**src/rtl/rtc_count_latch_if.sv**
```systemverilog
// Control and result bundle between the trigger-detection stage and the
// stopwatch counting stage.
interface rtc_count_latch_if #(
   parameter int WIDTH = 24
);
   logic             i_countinit;
   logic             i_countenb;
   logic             i_latchcount;
   logic [WIDTH-1:0] o_count;
   logic [WIDTH-1:0] o_latched;
   logic             o_latch_valid;
   logic             o_overflow;
   logic [1:0]       o_state;

   modport master (
      output i_countinit, i_countenb, i_latchcount,
      input  o_count, o_latched, o_latch_valid, o_overflow, o_state
   );

   modport slave (
      input  i_countinit, i_countenb, i_latchcount,
      output o_count, o_latched, o_latch_valid, o_overflow, o_state
   );
endinterface

```
**src/rtl/rtc_count_latch.sv**
```systemverilog
// Stopwatch counting stage: prescaled elapsed-time counter, edge-triggered
// snapshot register, run-state FSM and sticky overflow flag.
module rtc_count_latch #(
   parameter int WIDTH    = 24,
   parameter int TICK_DIV = 1000
) (
   input logic              i_sclk,
   input logic              i_reset_n,
   rtc_count_latch_if.slave bus
);
   localparam logic [15:0]      PRE_TERM = 16'(TICK_DIV - 1);
   localparam logic [WIDTH-1:0] CNT_MAX  = {WIDTH{1'b1}};
   localparam logic [WIDTH-1:0] CNT_ONE  = WIDTH'(1);

   typedef enum logic [1:0] {
      ST_CLEARED = 2'b00,
      ST_RUNNING = 2'b01,
      ST_PAUSED  = 2'b10
   } state_t;

   state_t           state_r, state_nxt_s;
   logic [WIDTH-1:0] count_r, count_nxt_s;
   logic [WIDTH-1:0] latched_r, latched_nxt_s;
   logic [15:0]      pre_r, pre_nxt_s;
   logic             ovf_r, ovf_nxt_s;
   logic             valid_r;
   logic             latch_ref_r;
   logic             latch_req_s;

   // Either edge of the latch input counts as one request.
   assign latch_req_s = bus.i_latchcount ^ latch_ref_r;

   // Datapath next state: capture from the pre-update count, then clear, then increment.
   always_comb begin
      latched_nxt_s = latched_r;
      count_nxt_s   = count_r;
      pre_nxt_s     = pre_r;
      ovf_nxt_s     = ovf_r;
      if (latch_req_s) begin
         latched_nxt_s = count_r;
      end else begin
         latched_nxt_s = latched_r;
      end
      if (bus.i_countinit) begin
         count_nxt_s = {WIDTH{1'b0}};
         pre_nxt_s   = 16'd0;
         ovf_nxt_s   = 1'b0;
      end else if (bus.i_countenb) begin
         if (pre_r == PRE_TERM) begin
            pre_nxt_s   = 16'd0;
            count_nxt_s = count_r + CNT_ONE;
            if (count_r == CNT_MAX) begin
               ovf_nxt_s = 1'b1;
            end else begin
               ovf_nxt_s = ovf_r;
            end
         end else begin
            pre_nxt_s = pre_r + 16'd1;
         end
      end else begin
         // Prescaler holds so the sub-tick phase survives a pause.
         count_nxt_s = count_r;
         pre_nxt_s   = pre_r;
      end
   end

   // Run-state transitions; clear overrides everything, 2'b11 recovers to CLEARED.
   always_comb begin
      state_nxt_s = ST_CLEARED;
      if (bus.i_countinit) begin
         state_nxt_s = ST_CLEARED;
      end else begin
         case (state_r)
            ST_CLEARED: state_nxt_s = bus.i_countenb ? ST_RUNNING : ST_CLEARED;
            ST_RUNNING: state_nxt_s = bus.i_countenb ? ST_RUNNING : ST_PAUSED;
            ST_PAUSED:  state_nxt_s = bus.i_countenb ? ST_RUNNING : ST_PAUSED;
            default:    state_nxt_s = ST_CLEARED;
         endcase
      end
   end

   // Run-state register.
   always_ff @(posedge i_sclk or negedge i_reset_n) begin
      if (!i_reset_n) begin
         state_r <= ST_CLEARED;
      end else begin
         state_r <= state_nxt_s;
      end
   end

   // Counter, prescaler, snapshot and flag registers.
   always_ff @(posedge i_sclk or negedge i_reset_n) begin
      if (!i_reset_n) begin
         count_r     <= {WIDTH{1'b0}};
         latched_r   <= {WIDTH{1'b0}};
         pre_r       <= 16'd0;
         ovf_r       <= 1'b0;
         valid_r     <= 1'b0;
         latch_ref_r <= 1'b0;
      end else begin
         count_r     <= count_nxt_s;
         latched_r   <= latched_nxt_s;
         pre_r       <= pre_nxt_s;
         ovf_r       <= ovf_nxt_s;
         valid_r     <= latch_req_s;
         latch_ref_r <= bus.i_latchcount;
      end
   end

   assign bus.o_count       = count_r;
   assign bus.o_latched     = latched_r;
   assign bus.o_latch_valid = valid_r;
   assign bus.o_overflow    = ovf_r;
   assign bus.o_state       = state_r;
endmodule

```
**src/flat_wrapper.sv**
```systemverilog
// flat-port wrapper written by rule: the top's interface ports become plain ports
module rtc_count_latch_flat 
#(
   parameter int WIDTH    = 24,
   parameter int TICK_DIV = 1000
)
  (i_sclk, i_reset_n, bus_i_countinit, bus_i_countenb, bus_i_latchcount, bus_o_count, bus_o_latched, bus_o_latch_valid, bus_o_overflow, bus_o_state);
  rtc_count_latch_if #(.WIDTH(WIDTH)) bus_i ();
  input logic i_sclk;
  input logic i_reset_n;
  input wire logic [$bits(bus_i.i_countinit)-1:0] bus_i_countinit;
  input wire logic [$bits(bus_i.i_countenb)-1:0] bus_i_countenb;
  input wire logic [$bits(bus_i.i_latchcount)-1:0] bus_i_latchcount;
  output wire logic [$bits(bus_i.o_count)-1:0] bus_o_count;
  output wire logic [$bits(bus_i.o_latched)-1:0] bus_o_latched;
  output wire logic [$bits(bus_i.o_latch_valid)-1:0] bus_o_latch_valid;
  output wire logic [$bits(bus_i.o_overflow)-1:0] bus_o_overflow;
  output wire logic [$bits(bus_i.o_state)-1:0] bus_o_state;
  assign bus_i.i_countinit = bus_i_countinit;
  assign bus_i.i_countenb = bus_i_countenb;
  assign bus_i.i_latchcount = bus_i_latchcount;
  assign bus_o_count = bus_i.o_count;
  assign bus_o_latched = bus_i.o_latched;
  assign bus_o_latch_valid = bus_i.o_latch_valid;
  assign bus_o_overflow = bus_i.o_overflow;
  assign bus_o_state = bus_i.o_state;
  rtc_count_latch #(.WIDTH(WIDTH), .TICK_DIV(TICK_DIV)) u_core (.i_sclk(i_sclk), .i_reset_n(i_reset_n), .bus(bus_i));
endmodule
```
**config.mk**
```make
export PLATFORM = sky130hd
export DESIGN_NAME = rtc_count_latch_flat
export DESIGN_NICKNAME = d
export VERILOG_FILES = /design/src/rtl/rtc_count_latch_if.sv /design/src/rtl/rtc_count_latch.sv /design/src/flat_wrapper.sv
export SDC_FILE = /design/constraint.sdc
export NUM_CORES = 1
export LEC_CHECK = 0
export BUFFER_PORTS_ARGS = -buffer_cell sky130_fd_sc_hd__clkbuf_2
export CORE_MARGIN = 5
export CORE_UTILIZATION = 50
export CTS_CLUSTER_DIAMETER = 30
export DETAILED_ROUTE_END_ITERATION = 6
export GPL_TIMING_DRIVEN = 0
export MAX_ROUTING_LAYER = met4
export PLACE_DENSITY = 0.73
export SLEW_MARGIN = 20
export SYNTH_ARGS = -nofsm -noshare
export SYNTH_HDL_FRONTEND = slang
export SYNTH_SLANG_ARGS = --single-unit
```
**constraint.sdc**
```tcl
create_clock -name i_sclk -period 2.15 [get_ports i_sclk]
set_clock_uncertainty 0.15 [all_clocks]
set_input_delay 0.1075 -clock i_sclk [delete_from_list [all_inputs] [get_ports i_sclk]]
set_output_delay 0.1075 -clock i_sclk [all_outputs]
set_load 0.005 [all_outputs]
```
==> results.toml <==
[outcome]
outcome = "complete, no violations"

[clock_tree]
cts_root_buf = "clkbuf_8"
cts_buffers = 9
htree_levels = 3
clkTransAtPathRegs_ns = 0.07
clock_path_buffers = 2
insertion_delay_ns = 0.34
clock_sinks = 69
tritoncts = "done"

[worst_setup_path]
reg2reg_depth = 8
required_ns = 2.22
r2r-end = "u_core.bus.o_count[19]$_DFFE_PN0P_"
startpoint_type = "register"
cp_max_fo = 10
r2r_slack_ns = 0.06
critPathArrivalTime_ns = 2.16
worstReg2RegStart = "u_core.pre_r[1]$_DFFE_PN0P_"
cp_top_family = "simple AND/OR/NAND/NOR gates"
crit_path_cell_trace = "ha_2 -> and4bb_2 -> and4_1 -> buf_6 -> buf_4 -> o2111ai_1 -> xor2_1 -> nor2_1"
max_stage_delay_ns = 0.39
cp-end-kind = "register"
cp_slowest_cell = "dfrtp_1"
critPathKind = "register to register"
cp.buffers_inverters = 2

[synthesis]
synth_top_cell_area_share_pct = 53.80
ys_warn_count = 0
syn_avg_cell_area_sq_um = 11.10
synthArstFlopShare_pct = 100.0
ys_top_cells_by_area = "dfrtp_1 (54%), mux2_2 (8.4%), nor2_1 (4.7%)"
ys_ff_latch = 69
synth_edf_count = 0
netlist_area_sq_mm = 0.003209
synth_common_cells = "dfrtp_1 (69), nor2_1 (40), mux2_2 (24), xor2_1 (17), nand2_1 (14)"
syn-instance-count = 289
synth_top_area_cell = "dfrtp_1"
yosys.cell_types.count = 43
syn_nets = 298
synth_most_common_cell = "dfrtp_1"
ys.flop_type = "dfrtp_1"
yosysSeqAreaShare_pct = 53.80

[detailed_routing]
drc = 0
ant_nets = 0
highest_layer = "met4"
met2_length_mm = 3.416
routedWlPerCell_microns = 16.26
via_count = 2530
wl_met3_microns = 354
viasPerCell = 5.685
first_iter_violations = 154
drt-total-wl_mm = 7.237
first_pass_iters = 4
drt-met1-wl_mm = 3.336

[die]
io_pins = 57
fp.dieH_microns = 90.12
start_util_pct = 50.83
core_area_sq_mm = 0.006314
fp.dieW_microns = 90.12
dieArea_sq_mm = 0.008121
rows = 29

[layout]
area_growth_pct = 23.31
antennaDiodeCount = 0
layout-drive-gt1-share_pct = 33.42
fin_util_pct = 62.68
multi_input_area_sq_mm = 0.001486
n_fill_cell = 542
regArea_sq_mm = 0.001730
nets = 372

[min_path]
min_from = "bus_i_countinit"
whs_endpoint = "u_core.bus.o_state[0]$_DFF_PN0_"
whs_path_depth = 3
hp-class = "input port to register"

[place]
dp_slack_ns = -0.1266
place_congestion = 0.8457
dp_hpwl_mm = 4.989
port_buffers = 56

[flow_run]
cap_viol_max_count = 0

[global_route]
grt_overflow = 0
antenna_found_initial = 0
grtUsageTotal_pct = 19.28
grt_max_degree = 41
grt_pass1_wl_mm = 12.44
grt_pass1_vias = 2492

[timing]
whs_ns = 0.08676
finalSetupViolCount = 0
max_slew.worst_pin.slew_ns = 0.6376
rsz0062_at_grt = "yes"
timing.slew.headroom_pct = 57.49
fin_ws_ns = 0.05709
fin_crit_ns = 2.093
maxSlewViolCount = 0
fin_crit_sh_pct = 97.34
hold_viol = 0
fmax_mhz = 477.8

[power]
cellLeakagePower_uw = 0.001860
ir_drop_mv = 0.5985
p_per_area_mw_per_mm2 = 658.8
-- what timing repair did --
action,in CTS,in global routing
pin swaps,0,6
endpoints found under the setup margin,30,11
resized for setup,4,13
setup buffers,2,2
endpoints found under the hold margin,72,0
hold buffers,3,0
-- routing by layer --
layer	vias to the layer above	global-route usage, %
li1	1185	-
met2	77	28.78
met5	-	-
met4	0	8.065
met3	12	4.090
met1	1256	25.58
-- worst max path at each step --
stage,cells after the start,endpoint,from,slack [ns]
floorplan,7,u_core.bus.o_count[21]$_DFFE_PN0P_,u_core.pre_r[0]$_DFFE_PN0P_,0.16
global placement,6,u_core.pre_r[14]$_DFFE_PN0P_,u_core.pre_r[0]$_DFFE_PN0P_,-0.09
detailed placement,3,u_core.bus.o_latched[8]$_DFFE_PN0P_,u_core.latch_ref_r$_DFF_PN0_,-0.13
CTS,8,u_core.bus.o_count[18]$_DFFE_PN0P_,u_core.pre_r[0]$_DFFE_PN0P_,0.03
global route,8,u_core.bus.o_count[14]$_DFFE_PN0P_,u_core.pre_r[1]$_DFFE_PN0P_,-0.006
finish,8,u_core.bus.o_count[19]$_DFFE_PN0P_,u_core.pre_r[1]$_DFFE_PN0P_,0.06
-- cell families (layout without fill, tap and decap cells) --
group	count (synthesis)	in the layout	synth area share, %
simple gates	114	114	19.53
flops	69	69	53.80
compound gates	35	35	6.979
xor+xnor	29	29	7.914
mux	24	24	8.421
buf+inv	14	93	1.794
fa+ha+maj	4	4	1.560
-- area by class of cell --
type,instances,area share (%)
Clock buffer,9,3.130
Multi-Input combinational cell,206,37.56
Clock inverter,7,2.466
Inverter,5,0.4742
Timing Repair Buffer,64,9.169
Buffer,8,1.043
Sequential cell,69,43.72
Tap cell,77,2.434
-- layout by cell type (no fill, tap or decap), types with 3 or more instances in the layout --
cell	netlist	final
dfrtp_2	0	3
mux2_2	24	24
and4_1	5	5
and3_1	5	5
dfrtp_1	69	66
and2_1	3	3
dlygate4sd3_1	0	3
nand2_1	14	14
clkbuf_2	0	55
o2111ai_1	6	4
o21ai_0	12	12
clkbuf_8	0	9
nor4_1	5	4
nor3_1	5	5
xnor2_1	12	11
nor2_1	40	38
or3_1	5	5
nand3_1	12	11
buf_4	1	5
nand4_1	7	7
a21oi_1	8	8
xor2_1	17	17
inv_1	5	5
clkbuf_1	5	4
-- tightest hold or removal path, stage by stage --
cell	delay (ns)
clkbuf_2	0.19
nand2b_1	0.19
nor3_1	0.06
-- power breakdown --
part	internal [uW]	leakage [uW]	switching, uW	total (uW)
clock	656	0.000106	513	1170
sequential	1300	0.000952	5.37	1310
combinational	44.1	0.000802	83.6	128
-- registers in the layout, indices dropped and copies added (netlist names) --
| signal | count |
|---|---|
| u_core.pre_r | 16 |
| u_core.bus.o_overflow | 1 |
| u_core.bus.o_count | 24 |
| u_core.bus.o_latched | 24 |
| u_core.latch_ref_r | 1 |
| u_core.bus.o_state | 2 |
| u_core.bus.o_latch_valid | 1 |
-- metrics by stage --
stage | area (sq um) | power (uW) | cells | setup TNS (ns)
floorplan | 3209 | 1394 | 289 | 0
detailed placement | 3608 | 1454 | 423 | -1.557
global placement | 3586 | 1447 | 422 | -0.7613
global route | 3958 | 2711 | 445 | -0.01767
finish | 3958 | 2607 | 445 | 0
CTS | 3899 | 2628 | 443 | 0
Note: power is estimated with default switching activity, not from simulation.
